--- src/rtl/writeback_unit.sv ---
// Writeback stage: latches ALU results into acc/flags and retires them to the
// register file (one-cycle strobe) or to word/bit memory (req/ack with timeout).
module writeback_unit #(
    parameter int WIDTH   = 8,
    parameter int IWIDTH  = 8,
    parameter int ADDR_W  = 8,
    parameter int TIMEOUT = 16
) (
    input  logic              clk,
    input  logic              rst_n,
    input  logic              wb_valid,
    output logic              wb_ready,
    input  logic [IWIDTH-1:0] wb_op,
    input  logic [WIDTH-1:0]  wb_result,
    input  logic              wb_c,
    input  logic              wb_b,
    input  logic              wb_flag_valid,
    input  logic [1:0]        wb_dest,
    input  logic [ADDR_W-1:0] wb_addr,
    output logic [WIDTH-1:0]  acc,
    output logic              carry_flag,
    output logic              borrow_flag,
    output logic              rf_we,
    output logic [ADDR_W-1:0] rf_waddr,
    output logic [WIDTH-1:0]  rf_wdata,
    output logic              mem_req,
    output logic              mem_bit,
    output logic [ADDR_W-1:0] mem_addr,
    output logic [WIDTH-1:0]  mem_wdata,
    input  logic              mem_ack,
    input  logic              err_clr,
    output logic              err_timeout
);
    typedef enum logic [1:0] {IDLE, RF_WR, MEM_WAIT} state_t;

    localparam logic [IWIDTH-1:0] OP_S   = IWIDTH'(8'h1B);
    localparam logic [IWIDTH-1:0] OP_R   = IWIDTH'(8'h1C);
    localparam logic [IWIDTH-1:0] OP_ST  = IWIDTH'(8'h1D);
    localparam logic [IWIDTH-1:0] OP_STN = IWIDTH'(8'h1E);
    localparam logic [7:0]        CNT_LAST = 8'(TIMEOUT - 1);

    state_t              state_q, state_d;
    logic [WIDTH-1:0]    acc_q, acc_d;
    logic                carry_q, carry_d, borrow_q, borrow_d;
    logic                rf_we_q, rf_we_d;
    logic [ADDR_W-1:0]   rf_waddr_q, rf_waddr_d;
    logic [WIDTH-1:0]    rf_wdata_q, rf_wdata_d;
    logic                mem_req_q, mem_req_d, mem_bit_q, mem_bit_d;
    logic [ADDR_W-1:0]   mem_addr_q, mem_addr_d;
    logic [WIDTH-1:0]    mem_wdata_q, mem_wdata_d;
    logic                err_q, err_d;
    logic [7:0]          cnt_q, cnt_d;
    logic                keep_acc, suppress, timeout_hit;

    // S/R are conditional stores gated by the pre-update acc LSB.
    assign keep_acc = (wb_op == OP_S) || (wb_op == OP_R) || (wb_op == OP_ST) || (wb_op == OP_STN);
    assign suppress = (wb_dest == 2'b00) || (((wb_op == OP_S) || (wb_op == OP_R)) && !acc_q[0]);

    always_comb begin
        state_d     = state_q;
        acc_d       = acc_q;
        carry_d     = carry_q;
        borrow_d    = borrow_q;
        rf_we_d     = 1'b0;
        rf_waddr_d  = rf_waddr_q;
        rf_wdata_d  = rf_wdata_q;
        mem_req_d   = mem_req_q;
        mem_bit_d   = mem_bit_q;
        mem_addr_d  = mem_addr_q;
        mem_wdata_d = mem_wdata_q;
        cnt_d       = cnt_q;
        timeout_hit = 1'b0;
        case (state_q)
            IDLE: begin
                if (wb_valid) begin
                    if (!keep_acc) acc_d = wb_result;
                    if (wb_flag_valid) begin
                        carry_d  = wb_c;
                        borrow_d = wb_b;
                    end
                    if (!suppress) begin
                        if (wb_dest == 2'b01) begin
                            state_d    = RF_WR;
                            rf_we_d    = 1'b1;
                            rf_waddr_d = wb_addr;
                            rf_wdata_d = wb_result;
                        end else begin
                            state_d     = MEM_WAIT;
                            mem_req_d   = 1'b1;
                            mem_bit_d   = wb_dest[0];
                            mem_addr_d  = wb_addr;
                            mem_wdata_d = wb_dest[0] ? {{(WIDTH-1){1'b0}}, wb_result[0]} : wb_result;
                            cnt_d       = 8'd0;
                        end
                    end
                end
            end
            RF_WR: state_d = IDLE;
            MEM_WAIT: begin
                // Ack on the terminal count wins over the timeout.
                if (mem_ack) begin
                    state_d   = IDLE;
                    mem_req_d = 1'b0;
                end else if (cnt_q == CNT_LAST) begin
                    state_d     = IDLE;
                    mem_req_d   = 1'b0;
                    timeout_hit = 1'b1;
                end else begin
                    cnt_d = cnt_q + 8'd1;
                end
            end
            default: state_d = IDLE;
        endcase
        err_d = err_q;
        if (timeout_hit)  err_d = 1'b1;
        else if (err_clr) err_d = 1'b0;
    end

    always_ff @(posedge clk or negedge rst_n) begin
        if (!rst_n) begin
            state_q     <= IDLE;
            acc_q       <= '0;
            carry_q     <= 1'b0;
            borrow_q    <= 1'b0;
            rf_we_q     <= 1'b0;
            rf_waddr_q  <= '0;
            rf_wdata_q  <= '0;
            mem_req_q   <= 1'b0;
            mem_bit_q   <= 1'b0;
            mem_addr_q  <= '0;
            mem_wdata_q <= '0;
            err_q       <= 1'b0;
            cnt_q       <= '0;
        end else begin
            state_q     <= state_d;
            acc_q       <= acc_d;
            carry_q     <= carry_d;
            borrow_q    <= borrow_d;
            rf_we_q     <= rf_we_d;
            rf_waddr_q  <= rf_waddr_d;
            rf_wdata_q  <= rf_wdata_d;
            mem_req_q   <= mem_req_d;
            mem_bit_q   <= mem_bit_d;
            mem_addr_q  <= mem_addr_d;
            mem_wdata_q <= mem_wdata_d;
            err_q       <= err_d;
            cnt_q       <= cnt_d;
        end
    end

    assign wb_ready    = (state_q == IDLE);
    assign acc         = acc_q;
    assign carry_flag  = carry_q;
    assign borrow_flag = borrow_q;
    assign rf_we       = rf_we_q;
    assign rf_waddr    = rf_waddr_q;
    assign rf_wdata    = rf_wdata_q;
    assign mem_req     = mem_req_q;
    assign mem_bit     = mem_bit_q;
    assign mem_addr    = mem_addr_q;
    assign mem_wdata   = mem_wdata_q;
    assign err_timeout = err_q;
endmodule

--- config.mk ---
export PLATFORM = sky130hd
export DESIGN_NAME = writeback_unit
export DESIGN_NICKNAME = d
export VERILOG_FILES = /design/src/rtl/writeback_unit.sv
export SDC_FILE = /design/constraint.sdc
export NUM_CORES = 1
export LEC_CHECK = 0
export CORE_MARGIN = 1
export CORE_UTILIZATION = 45
export CTS_CLUSTER_SIZE = 30
export DETAILED_ROUTE_END_ITERATION = 10
export PLACE_DENSITY = 0.86
export SYNTH_ARGS = -nofsm -noshare
export SYNTH_HDL_FRONTEND = slang
export SYNTH_SLANG_ARGS = --single-unit
export TNS_END_PERCENT = 10
--- constraint.sdc ---
create_clock -name clk -period 3.11 [get_ports clk]
set_clock_uncertainty 0.05 [all_clocks]
set_input_delay 0.311 -clock clk [delete_from_list [all_inputs] [get_ports clk]]
set_output_delay 0.311 -clock clk [all_outputs]
set_load 0.02 [all_outputs]
==> metrics.md <==
| Metric | Value |
|---|---|
| IO Pins | `approximately 80` |
| Fmax | `446 MHz` |
| VDD IR-drop max | `approximately 0.47 mV` |
| Syn nets | `slightly above 200` |
| Starting Density | `47.0%` |
| Worst-margin pin slew | `0.529 ns` |
| Clk Latency, worst-skew pair | `0.31 ns` |
| Worst Path Max Fanout | `18` |
| RSZ-0062 raised after global routing | `false` |
| Hold Crit Class | `flop to flop` |
| Psw | `0.717 mW` |
| Max_cap viols | `0` |
| DRT Pass-1 Iters | `4` |
| GPL Wtd Cong | `0.827` |
| Syn Inst Count | `about 170` |
| # diodes | `0` |
| Clock transition at path regs | `0.10 ns` |
| Final worst-path cycle share | `between 70% and 80%` |
| Critical path type | `input port to flop` |
| Pint | `between 1.5 and 2 mW` |
| Register share of total power | `45.3%` |
| Clk Tree Root Cell | `clkbuf_8` |
| Die height | `between 70 and 80 µm` |
| Die area | `0.00567 mm²` |
| Cells on worst reg2reg path | `5` |
| Crit path from | `wb_op[2]` |
| Cell accounting for the most synthesized area | `dfrtp_1` |
| FFs w/ async S/R, synth | `between 90% and 100%` |
| CP Capture Type | `flop` |
| Largest net degree at the start of global routing | `24` |
| Number of global-route vias before repair | `1750` |
| Longest Clk Path Bufs | `2` |
| Layout cells sized above 1 | `~25%` |
| Rel. slew slack | `64.4%` |
| Crit path to | `mem_wdata[6]` |
| Final Util | `66.6%` |
| First-pass GRT wire length | `around 8300 µm` |
| Reg-to-reg setup timing slack | `1.08 ns` |
| Die width | `75.3 µm` |
| H-tree Lvls | `2` |
| CTS tree | `built` |
| Setup-failing EPs final | `0` |
| Synth cell types | `38` |
| Setup crit start kind | `input port` |
| Vias per std cell | `5.10` |
| Register area share after synthesis | `58.0%` |
| Port bufs | `80` |
| Total routed wirelength | `5180 µm` |
| NumNets Final | `between 200 and 300` |
| Routed wire per std cell | `approximately 16 µm` |
| Cell Pwr Density | `655 mW/mm²` |
| Clk sinks | `56` |
| EDFF count, synth | `0` |
| DRC | `0` |
| TritonCTS Buffers | `5` |
| Ys Warns | `0` |
| Fin. max-slew vios | `0` |
| Combinational power share | `36.4%` |
| FP Rows | `26` |
| Postcts setup bufs | `0` |
| Drt initial violations | `between 100 and 150` |
| Syn avg cell area | `14.1 µm²` |
| Worst EP required | `3.26 ns` |
| Net Sw Frac | `around a third` |
| Status | `complete, no violations` |
| R2R Path End | `rf_wdata[5]` |
| Most area-consuming cells after synthesis | `dfrtp_1, mux2_2, nor2b_1, nor3b_2, a21o_1` |
| Layout Area Growth over Synthesis | `41.6%` |
| Min cycle time layout | `2.24 ns` |
| TNS Setup | `0 ns` |
| Mapped Area | `0.00242 mm²` |
| Core footprint | `about 0.0051 mm²` |
| Global route overflow | `0` |
| Largest stage delay on the critical path | `0.50 ns` |
| Clk pwr share | `18.3%` |
| Worst flop-to-flop path startpoint | `state_q[1]` |
| WP data arrival | `2.39 ns` |
| Post-synth top flop | `dfrtp_1` |
| Initial antenna violation count | `0` |
| GRT Total Usage | `20.2%` |
| FF+latch count, synth | `56` |
| Via Count | `1698` |
| Detail Route Antenna Nets | `0` |
| Synth top area share | `~58%` |
| Worst-path cell chain | `clkdlybuf4s50_1, or3b_4, a2111oi_4, nand3b_4, mux2_2` |
| Filler cells | `422` |
| Lkg Pwr | `between 1 and 1.5 nW` |
| HPWL Detailed | `3800 µm` |
| Final Hold Viols | `0` |
| Slowest library cell on the worst path | `clkdlybuf4s50_1` |
layer usage:
layer	up-vias	GRT usage [%]	share of wire (%)
met5	-	0	0
met3	6	6.69	6.3
met4	0	5.35	0.95
met1	842	25.9	43
met2	48	33.2	50
li1	802	-	-
critical path, delay by kind of cell:
family                 cells  cell delay [ns]
AO/OA/AOI/OAI              1             0.42
buffers and inverters      1             0.50
multiplexers               1             0.38
AND/OR/NAND/NOR            2             0.78
power by group through the flow:
| stage | Clock [mW] | Sequential (mW) | Combinational [mW] |
|---|---|---|---|
| global route | 0.449 | 1.04 | 0.870 |
| CTS | 0.419 | 1.01 | 0.827 |
| floorplan | 0 | 1.19 | 0.234 |
| finish | 0.409 | 1.01 | 0.816 |
| global placement | 0 | 1.02 | 0.806 |
| detailed placement | 0 | 1.03 | 0.820 |
sequential cells by signal, summed over array words and instances (netlist names), 2 cells and up:
name / cells
state_q: 2
acc: 8
cnt_q: 8
mem_wdata: 8
rf_waddr: 8
rf_wdata: 8
mem_addr: 8
worst min path at each step:
stage                              to   startpoint  depth (start not counted)
final                         mem_req      mem_req                          1
after global routing      mem_addr[0]  mem_addr[0]                          1
after CTS                     mem_req      mem_req                          1
after detailed placement       acc[2]        rst_n                          1
after global placement    rf_waddr[0]        rst_n                          1
after floorplan                acc[0]        rst_n                          0
per-stage QoR:
stage               cell area [µm²]  power (mW)  hold WS [ns]  setup slack, ns  std cells
floorplan                      2420        1.42       -0.0346             1.11        171
global placement               3320        1.82         0.270            0.576        324
detailed placement             3320        1.85         0.270            0.526        324
CTS                            3420        2.26         0.457            0.856        333
global route                   3420        2.36         0.481            0.814        333
finish                         3420        2.24         0.454            0.870        333
cell type report:
cell class	count	area (µm²)	share of cell area (%)
well taps	70	87.6	2.56
clock inverters	1	7.51	0.219
clock buffers	7	86.3	2.52
flip-flops and latches	56	1400	41.0
repair buffers	87	851	24.9
multi-input cells	107	968	28.3
inverters	5	18.8	0.549
logic make-up (layout without fill, tap and decap cells):
kind of cell	count (synthesis)	count (layout)	share of synthesized area, %
adder cells (fa/ha/maj)	1	1	0.518
multiplexers	44	44	20.5
AND/OR/NAND/NOR	37	37	10.3
XOR/XNOR	1	1	0.363
buffers and inverters	8	100	1.92
AO/OA/AOI/OAI	24	24	8.44
flip-flops	56	56	58.0
cells in the final DEF, fill, tap and decap left out, types with 2 or more instances in the layout:
master            n
buf_4             6
or3_1             2
nor4_1            2
o41ai_1           2
inv_1             5
nand3_1           4
nor2_1            2
dfrtp_1          56
a21o_1            4
clkbuf_8          6
clkdlybuf4s50_1  79
mux2_2           43
nor3b_2           3
nand3b_1          2
nand2_1           6
o21ai_0           4
o31ai_1           2
nand2b_1          3
nor2b_1           8
synth_stat cells, drive strengths merged, types with 2 or more instances:
cell type  instances
a2111oi            2
nor4               2
o31ai              3
a21o               4
nand3              4
o41ai              2
nand2b             3
nor2               2
buf                3
mux2              43
nor3b              4
nand2              6
nor2b              8
o21ai              4
inv                5
or3                2
dfrtp             56
nand3b             3
timing repair:
| action | in CTS | in global routing |
|---|---|---|
| endpoints found under the hold margin | 21 | 0 |
| hold buffers | 1 | 0 |
| gates resized for setup | 0 | 0 |
Note: power is estimated with default switching activity, not from simulation.
